## src/rtl/audio_uart_streamer.sv

```systemverilog
// Multi-channel audio sample framer: decimates strobed samples, queues frames,
// and serialises each as SYNC_BYTE plus MSB-first channel bytes over 8N1 UART.
//
// state | meaning
// IDLE  | line high, waiting for a queued frame
// LOAD  | pop head frame into the shift buffer
// START | start bit (0) for one bit period
// DATA  | eight data bits, LSB first
// STOP  | stop bit (1), then next byte, next frame or idle
module audio_uart_streamer #(
    parameter int          NUM_CH       = 4,
    parameter int          SAMPLE_WIDTH = 24,
    parameter int          OUT_BYTES    = 2,
    parameter int          FIFO_DEPTH   = 8,
    parameter int          CLK_HZ       = 100_000_000,
    parameter int          BAUD_RATE    = 921_600,
    parameter logic [7:0]  SYNC_BYTE    = 8'hA5
) (
    input  logic                                     clk_in,
    input  logic                                     rst_in,
    input  logic                                     enable_in,
    input  logic [$clog2(NUM_CH+1)-1:0]              num_ch_in,
    input  logic [7:0]                               decim_in,
    input  logic [NUM_CH-1:0][SAMPLE_WIDTH-1:0]      audio_in,
    input  logic                                     valid_in,
    output logic                                     tx_wire_out,
    output logic                                     busy_out,
    output logic [$clog2(FIFO_DEPTH+1)-1:0]          fifo_level_out,
    output logic [15:0]                              overflow_count_out
);
    localparam int CPB  = CLK_HZ / BAUD_RATE;
    localparam int TW   = $clog2(CPB + 1);
    localparam int NCW  = $clog2(NUM_CH + 1);
    localparam int LW   = $clog2(FIFO_DEPTH + 1);
    localparam int AW   = $clog2(FIFO_DEPTH);
    localparam int OW   = OUT_BYTES * 8;
    localparam int PW   = NUM_CH * OW;
    localparam int FW   = NCW + PW;
    localparam int SBW  = PW + 8;
    localparam int BIW  = $clog2(NUM_CH * OUT_BYTES + 1);
    localparam logic [TW-1:0] TMR_RELOAD = TW'(CPB - 1);

    typedef enum logic [2:0] {IDLE, LOAD, START, DATA, STOP} state_t;

    state_t            state;
    logic [TW-1:0]     tmr;
    logic [2:0]        bit_idx;
    logic [BIW-1:0]    byte_idx;
    logic [BIW-1:0]    last_idx;
    logic [NCW-1:0]    cur_nch;
    logic [SBW-1:0]    sbuf;
    logic [7:0]        cur_byte;

    logic [7:0]        dec_cnt;
    logic [AW-1:0]     wr_ptr;
    logic [AW-1:0]     rd_ptr;
    logic [FW-1:0]     fifo_mem [FIFO_DEPTH];
    logic [FW-1:0]     head;
    logic [NCW-1:0]    nch;
    logic [PW-1:0]     payload;
    logic              accept;
    logic              keep;
    logic              full;
    logic              pop;
    logic              push;
    logic              unused_audio_bits;

    assign unused_audio_bits = ^audio_in;

    always_comb begin
        payload = '0;
        for (int c = 0; c < NUM_CH; c++) begin
            payload[(NUM_CH-1-c)*OW +: OW] = audio_in[c][SAMPLE_WIDTH-1 -: OW];
        end
    end

    always_comb begin
        if (num_ch_in == '0)
            nch = NCW'(1);
        else if (num_ch_in > NCW'(NUM_CH))
            nch = NCW'(NUM_CH);
        else
            nch = num_ch_in;
    end

    assign accept   = valid_in && enable_in;
    assign keep     = accept && (dec_cnt == 8'd0);
    assign full     = (fifo_level_out == LW'(FIFO_DEPTH));
    assign pop      = (state == LOAD);
    // A full FIFO still takes the frame when LOAD frees a slot this cycle.
    assign push     = keep && (!full || pop);
    assign head     = fifo_mem[rd_ptr];
    assign cur_byte = sbuf[SBW-1 -: 8];
    assign last_idx = BIW'(cur_nch * OUT_BYTES);

    always_ff @(posedge clk_in) begin
        if (push)
            fifo_mem[wr_ptr] <= {nch, payload};
    end

    always_ff @(posedge clk_in or posedge rst_in) begin
        if (rst_in) begin
            dec_cnt            <= '0;
            wr_ptr             <= '0;
            rd_ptr             <= '0;
            fifo_level_out     <= '0;
            overflow_count_out <= '0;
        end else begin
            if (accept)
                dec_cnt <= (dec_cnt >= decim_in) ? 8'd0 : dec_cnt + 8'd1;
            if (push)
                wr_ptr <= wr_ptr + AW'(1);
            if (pop)
                rd_ptr <= rd_ptr + AW'(1);
            if (push && !pop)
                fifo_level_out <= fifo_level_out + LW'(1);
            else if (pop && !push)
                fifo_level_out <= fifo_level_out - LW'(1);
            if (keep && !push && overflow_count_out != 16'hFFFF)
                overflow_count_out <= overflow_count_out + 16'd1;
        end
    end

    always_ff @(posedge clk_in or posedge rst_in) begin
        if (rst_in) begin
            state       <= IDLE;
            tmr         <= '0;
            bit_idx     <= '0;
            byte_idx    <= '0;
            cur_nch     <= '0;
            sbuf        <= '0;
            tx_wire_out <= 1'b1;
            busy_out    <= 1'b0;
        end else begin
            if (push)
                busy_out <= 1'b1;
            case (state)
                IDLE: begin
                    if (fifo_level_out != '0)
                        state <= LOAD;
                end
                LOAD: begin
                    sbuf        <= {SYNC_BYTE, head[PW-1:0]};
                    cur_nch     <= head[FW-1 -: NCW];
                    byte_idx    <= '0;
                    tmr         <= TMR_RELOAD;
                    tx_wire_out <= 1'b0;
                    state       <= START;
                end
                START: begin
                    if (tmr == '0) begin
                        tmr         <= TMR_RELOAD;
                        bit_idx     <= '0;
                        tx_wire_out <= cur_byte[0];
                        state       <= DATA;
                    end else begin
                        tmr <= tmr - TW'(1);
                    end
                end
                DATA: begin
                    if (tmr == '0) begin
                        tmr <= TMR_RELOAD;
                        if (bit_idx == 3'd7) begin
                            tx_wire_out <= 1'b1;
                            state       <= STOP;
                        end else begin
                            bit_idx     <= bit_idx + 3'd1;
                            tx_wire_out <= cur_byte[bit_idx + 3'd1];
                        end
                    end else begin
                        tmr <= tmr - TW'(1);
                    end
                end
                STOP: begin
                    if (tmr == '0) begin
                        if (byte_idx < last_idx) begin
                            byte_idx    <= byte_idx + BIW'(1);
                            sbuf        <= sbuf << 8;
                            tmr         <= TMR_RELOAD;
                            tx_wire_out <= 1'b0;
                            state       <= START;
                        end else if (fifo_level_out != '0) begin
                            state <= LOAD;
                        end else begin
                            state    <= IDLE;
                            busy_out <= push;
                        end
                    end else begin
                        tmr <= tmr - TW'(1);
                    end
                end
                default: state <= IDLE;
            endcase
        end
    end
endmodule

```

## config.mk

```make
export PLATFORM = sky130hd
export DESIGN_NAME = audio_uart_streamer
export DESIGN_NICKNAME = d
export VERILOG_FILES = /design/src/rtl/audio_uart_streamer.sv
export SDC_FILE = /design/constraint.sdc
export NUM_CORES = 1
export LEC_CHECK = 0
export CORE_MARGIN = 2
export CORE_UTILIZATION = 63
export DETAILED_ROUTE_END_ITERATION = 8
export DONT_BUFFER_PORTS = 1
export PLACE_DENSITY_LB_ADDON = 0.15
export SYNTH_ARGS = -nofsm -noshare
export SYNTH_HDL_FRONTEND = slang
export SYNTH_SLANG_ARGS = --single-unit
```

## constraint.sdc

```tcl
create_clock -name clk_in -period 8.1 [get_ports clk_in]
set_clock_uncertainty 0.1 [all_clocks]
set_input_delay 1.215 -clock clk_in [delete_from_list [all_inputs] [get_ports clk_in]]
set_output_delay 1.215 -clock clk_in [all_outputs]
set_load 0.01 [all_outputs]
```

---- Word level (Yosys, flattened, before mapping) ----
Memories as Yosys holds them, arrays and structs flattened.
Cells that the tools add are included.
storage, ports and cells
  register bits after elaboration ......... 128
  RAM bits ................................ 536
  input bits .............................. 111
  memories ................................ 1
operators by class
  add/subtract/negate cells ............... 9
  order comparisons ....................... 4
  equal/unequal tests ..................... 15
  muxes and demuxes ....................... 42
  reduce and logical (&&, ||, !) cells .... 27
memory list
  name      words  bits a word  rd ports  clocked after memory_dff  wr ports  RTL line  text
  fifo_mem  8      67           1         0                         1         57        logic [FW-1:0] fifo_mem [FIFO_DEPTH];
operators with widths
  cell                     count
  $mux W72                 2
  $pmux W72 S2             1
  $mux W3                  10
  $mux W7                  3
  $pmux W7 S3              1
  $add A16 B1 Y16 const B  1
  $mux W4                  4
  $ne A16 B16 Y1 const B   1
  $pmux W3 S5              1
  $mux W1                  14
  $ne A2 B2 Y1 const B     7
  $reduce_and A5 Y1        2
  $add A3 B1 Y3 const B    3
  $add A4 B1 Y4 const B    2
  $add A8 B1 Y8 const B    1
  $ge A8 B8 Y1             1
  $logic_not A8 Y1         1
  $mux W8                  1
  $pmux W4 S2              1
  $reduce_bool A4 Y1       2
  $logic_and A1 B1 Y1      7
  $logic_not A7 Y1         1
  $sub A7 B1 Y7 const B    1
  $eq A3 B2 Y1 const B     2
  other kinds (21)         27

---- Longest topological paths before layout ----
  depth after elaboration ................. 9
  depth in mapped cells ................... 14

---- Worst setup path before layout ----
OpenSTA, ideal clock, no wires.
  path kind ............................... input port to flip-flop
  start point ............................. in valid_in
  end point ............................... mem fifo_mem[2][0] in the netlist's numbering, enable pin
  arrival time ............................ 6717 ps
  slack ................................... 694 ps
  stages .................................. 5
  buffers on the path ..................... 1
  path through ............................ nand4_1 -> nor2b_1 -> clkbuf_1 -> nand2b_1 -> nor3b_1
between the ends
  cells in the longest elaborated chain, start to end .. 5
ends and longest elaborated chain
  item                           RTL line  text
  start, declared                25        input logic valid_in,
  $logic_and A1 B1 Y1            86        assign accept = valid_in && enable_in;
  $logic_and A1 B1 Y1            87        assign keep = accept && (dec_cnt == 8'd0);
  $logic_and A1 B1 Y1            91        assign push = keep && (!full || pop);
  named net push                 65        logic push;
  $mux W1                        97        if (push)
  $mux W1 (not written as such)  98        fifo_mem[wr_ptr] <= {nch, payload};
  end, declared                  57
The timed path passes the listed nets, and every way through them passes these cells.

---- Worst setup path in the final report ----
  start point ............................. reg state[0]
  end point ............................... mem fifo_mem[3][42] in the netlist's numbering, enable pin
between the ends
  cells in the longest elaborated chain, start to end .. 5
ends and longest elaborated chain
  item                           RTL line  text
  start, declared                45        state_t state;
  start signal, assigned         126       state <= IDLE;
  start signal, assigned         140       state <= LOAD;
  start signal, assigned         148       state <= START;
  $eq A3 B1 Y1                   89        assign pop = (state == LOAD);
  $logic_or A1 B1 Y1             91
  $logic_and A1 B1 Y1            91
  $mux W1                        97
  $mux W1 (not written as such)  98
Every way passes these cells.

==> results.md <==
Status:
- The flow ran to the end, and the final reports show no timing, DRC or antenna violations.

Yosys:
- The cell area after synthesis is roughly 26000 sq um.
- The average size of a mapped cell is 18.3 sq um.
- The share of synthesized area in the top cell type comes to 0.615.
- The most numerous cell in the Yosys netlist is edfxtp_1.
- The cell count after synthesis is roughly 1400.
- The number of library cell types mapped by synthesis is 51.
- Of the synthesized area, sequential elements account for 0.737.
- The total nets after synthesis is between 1500 and 2000.
- By count the netlist is led by 536 x edfxtp_1, 136 x mux4_2, 127 x dfrtp_1.
- The synthesized design spends more area on one cell type than any other, namely edfxtp_1.
- The Yosys step of the flow raised 0 warnings.
- After synthesis, the cell types taking the most area are edfxtp_1 61%, dfrtp_1 12%, mux4_2 12%.
- In this run, synthesis inferred 536 flip-flops with an integrated enable.
- The most used flip-flop cell after synthesis is edfxtp_1.
- The number of storage elements in the synthesis netlist is 664.
- After synthesis, the share of flip-flops with an asynchronous set or reset is 0.193.

Floorplanning:
- The number of top-level pins is ~130.
- The standard cell core area is 40900 sq um.
- The floorplan row count is between 70 and 80.
- The vertical die dimension is 208 um.
- The initial standard-cell utilization of the core is 0.640.
- The die covers 43200 sq um.
- The floorplan step set the die width to 208 um.

CTS:
- The post-CTS setup buffer count is 0.
- Clock tree synthesis inserted a total of 66 buffers.
- The clock tree from TritonCTS is yes.
- The clock latency on the worst-skew pair is between 0.5 and 0.6 ns.
- The number of buffers between clock root and the deepest sink is 3.
- The number of buffers added to fix hold violations after cts is 0.
- The H-tree was split into 3 levels.
- Counting every sink on the clock net gives 664.
- The count of instances resized after the clock tree is built is 0.
- The library cell used as clock root buffer is clkbuf_16.
- The clock transition at the register clock pins on the worst setup and hold paths after CTS is 0.06 ns.

Pwr:
- The cell-internal power is approximately 5.6 mW.
- The static leakage is about 9.8 nW.
- Of the total power, the clock network draws 0.425.
- For this design the total switching power over the nets is 1.37 mW.
- The share of total power dissipated in combinational logic is 0.027.
- The part of the total power dissipated in sequential elements is 0.548.
- The ratio of total power to cell area is between 200 and 250 nW/um^2.
- Of the total power, the share spent switching nets is 0.196.
- VDD sags by at most 0.212 mV.

Cells and area:
- The final antenna diode count is 0.
- The area of all placed cells without fillers is 28900 sq um.
- The area overhead of the layout relative to synthesis is 10.5%.
- Of the cells placed in the final design, the portion with a size suffix greater than 1 is 0.203.
- The count of nets after finishing is 1587.

Worst setup path:
- Tracing the worst setup path back leads to its startpoint at state[0]$_DFFE_PP0P_.
- The critical path is of the reg2reg type.
- The worst endpoint data arrival time is about 4.3 ns.
- Walking the worst path, the cells encountered are nand2b_1 -> nor2_1 -> inv_2 -> nand3_1 -> nor2b_1 -> nand2b_1 -> nor2_4 -> buf_4.
- The worst register-to-register path begins at state[0]$_DFFE_PP0P_.
- The largest incremental delay on the critical path is 0.91 ns.
- The maximum fanout count along the critical path is 40.
- The worst setup path is captured at a flip-flop.
- By instance count, the cell type seen most on the critical path is nand2b_1.
- The category of the worst setup path launch point is a flip-flop.
- The data required time at the worst endpoint is just over 8 ns.
- For this design, the slowest cell found on the critical path is nor2_4.

Global route:
- Across every metal layer, demand over resource in global routing totals 0.242.
- The via count of the first global-routing pass is 13280.
- The global-route congestion overflow total is 0.
- The first-pass GRT wire length is approximately 79000 um.
- The initial antenna violation count was 3.
- Entering global routing, the biggest net connects 107 pins.

Route:
- The final route contains between 10000 and 15000 vias.
- The via density per instance is about 6.4.
- After the first detailed-routing iteration, the DRC count stood at about 1100.
- The residual DRC count is 0.
- The number of search-and-repair iterations in the first detailed-routing pass is 6.
- The detail-routed net length per standard cell is between 20 and 25 um.
- The aggregate routed wire length is 50600 um.
- The number of antenna-violating nets in the routed design is 0.

Timing:
- Setup repair after global routing left no endpoint under its margin.
- The fmax is 238 MHz.
- The total count of hold-check failures in the final report is 0.
- Of the available clock period, the critical path in the final layout requires 0.518.
- The number of slew-limit violations in the final report is 0.
- The setup TNS is 0 ns.
- The setup-violating endpoint count in the final report is 0.
- The slew at the pin closest to its max-slew limit is 1.14 ns.
- The max-slew headroom at the worst pin is 0.239.
- The worst hold slack after final layout is 0.375 ns.
- The clock period could shrink to between 4 and 5 ns.

Hold path:
- The worst hold path begins at sbuf[68]$_DFFE_PP0P_.
- The tightest min-delay check is of the reg2reg type.

Placement:
- The placement-stage cell area is 26800 sq um.
- The count of port buffers added during placement is 0.
- The HPWL after detailed placement is 26800 um.
- The global placement routability congestion is 0.755.

Job:
- The total of max-cap violations is 0.
## through the flow
step	utilization	cells	setup slack [ns]	power (mW)
final	0.707	2034	3.91	6.98
after global routing	0.707	2034	3.54	7.18
after CTS	0.707	2034	3.83	7.02
after detailed placement	0.655	1917	3.78	4.08
after global placement	0.655	1917	3.83	4.07
after floorplan	-	1434	0.694	4.02
## power groups by stage
stage	registers (mW)	clock network [mW]	logic (mW)
finish	3.82	2.97	0.187
global route	3.83	3.13	0.215
CTS	3.82	3.01	0.191
detailed placement	3.89	0	0.190
global placement	3.89	0	0.185
floorplan	3.88	0	0.149
## layer usage
layer	vias to the layer above	global-route usage	part of all wire	wire length [um]
li1	5689	-	-	-
met1	6853	0.343	0.41	20900
met2	399	0.387	0.50	25100
met3	71	0.0608	0.072	3650
met4	4	0.0594	0.018	894
met5	-	0	0.00045	23
## cells in the final DEF, fill, tap and decap left out, drive strengths merged, types with 23 or more instances in the layout
master  count
buf        25
clkbuf     95
dfrtp     127
edfxtp    536
inv        23
mux2       32
mux2i      42
mux4      136
nand2     103
nand3      27
nor2       60
nor3       38
o21ai      66
o22ai      31
## worst paths after layout
check                      cells past startpoint                             to  slack (ns)
max                                            8      fifo_mem[3][42]$_DFFE_PP_        3.91
min                                            2           sbuf[68]$_DFFE_PP0P_        0.38
max reg2reg                                    8      fifo_mem[3][42]$_DFFE_PP_        3.91
min reg2reg                                    2           sbuf[68]$_DFFE_PP0P_        0.38
max in group asynchronous                      2          rd_ptr[2]$_DFFE_PP0N_        6.02
min in group asynchronous                      1  fifo_level_out[3]$_DFFE_PP0P_        0.50
## worst max-delay path, delay by kind of cell (launching register included)
family / cells / cell delay (ns)
AND/OR/NAND/NOR: 6 / 2.26
flip-flops: 1 / 0.60
buffers and inverters: 2 / 0.82
## layout make-up
type	instances	area (sq um)
flip-flops and latches	664	19300
clock inverters	22	239
well taps	532	666
multi-input cells	674	6560
repair buffers	25	200
inverters	22	87.6
clock buffers	95	1870
fillers	2474	12000
## registers in the layout, summed over array words and instances (netlist names)
| name | count |
|---|---|
| bit_idx | 3 |
| busy_out | 1 |
| byte_idx | 4 |
| cur_nch | 3 |
| dec_cnt | 8 |
| fifo_level_out | 4 |
| fifo_mem | 536 |
| overflow_count_out | 16 |
| rd_ptr | 3 |
| sbuf | 72 |
| state | 3 |
| tmr | 7 |
| tx_wire_out | 1 |
| wr_ptr | 3 |
## logic make-up after synthesis
logic type,Yosys count,share of synthesized area
adder cells (fa/ha/maj),23,0.0113
AND/OR/NAND/NOR,273,0.0483
AO/OA/AOI/OAI,138,0.0315
XOR/XNOR,30,0.0100
multiplexers,210,0.147
flip-flops,664,0.737
buffers and inverters,96,0.0153
Note: power is estimated with default switching activity, not from simulation.
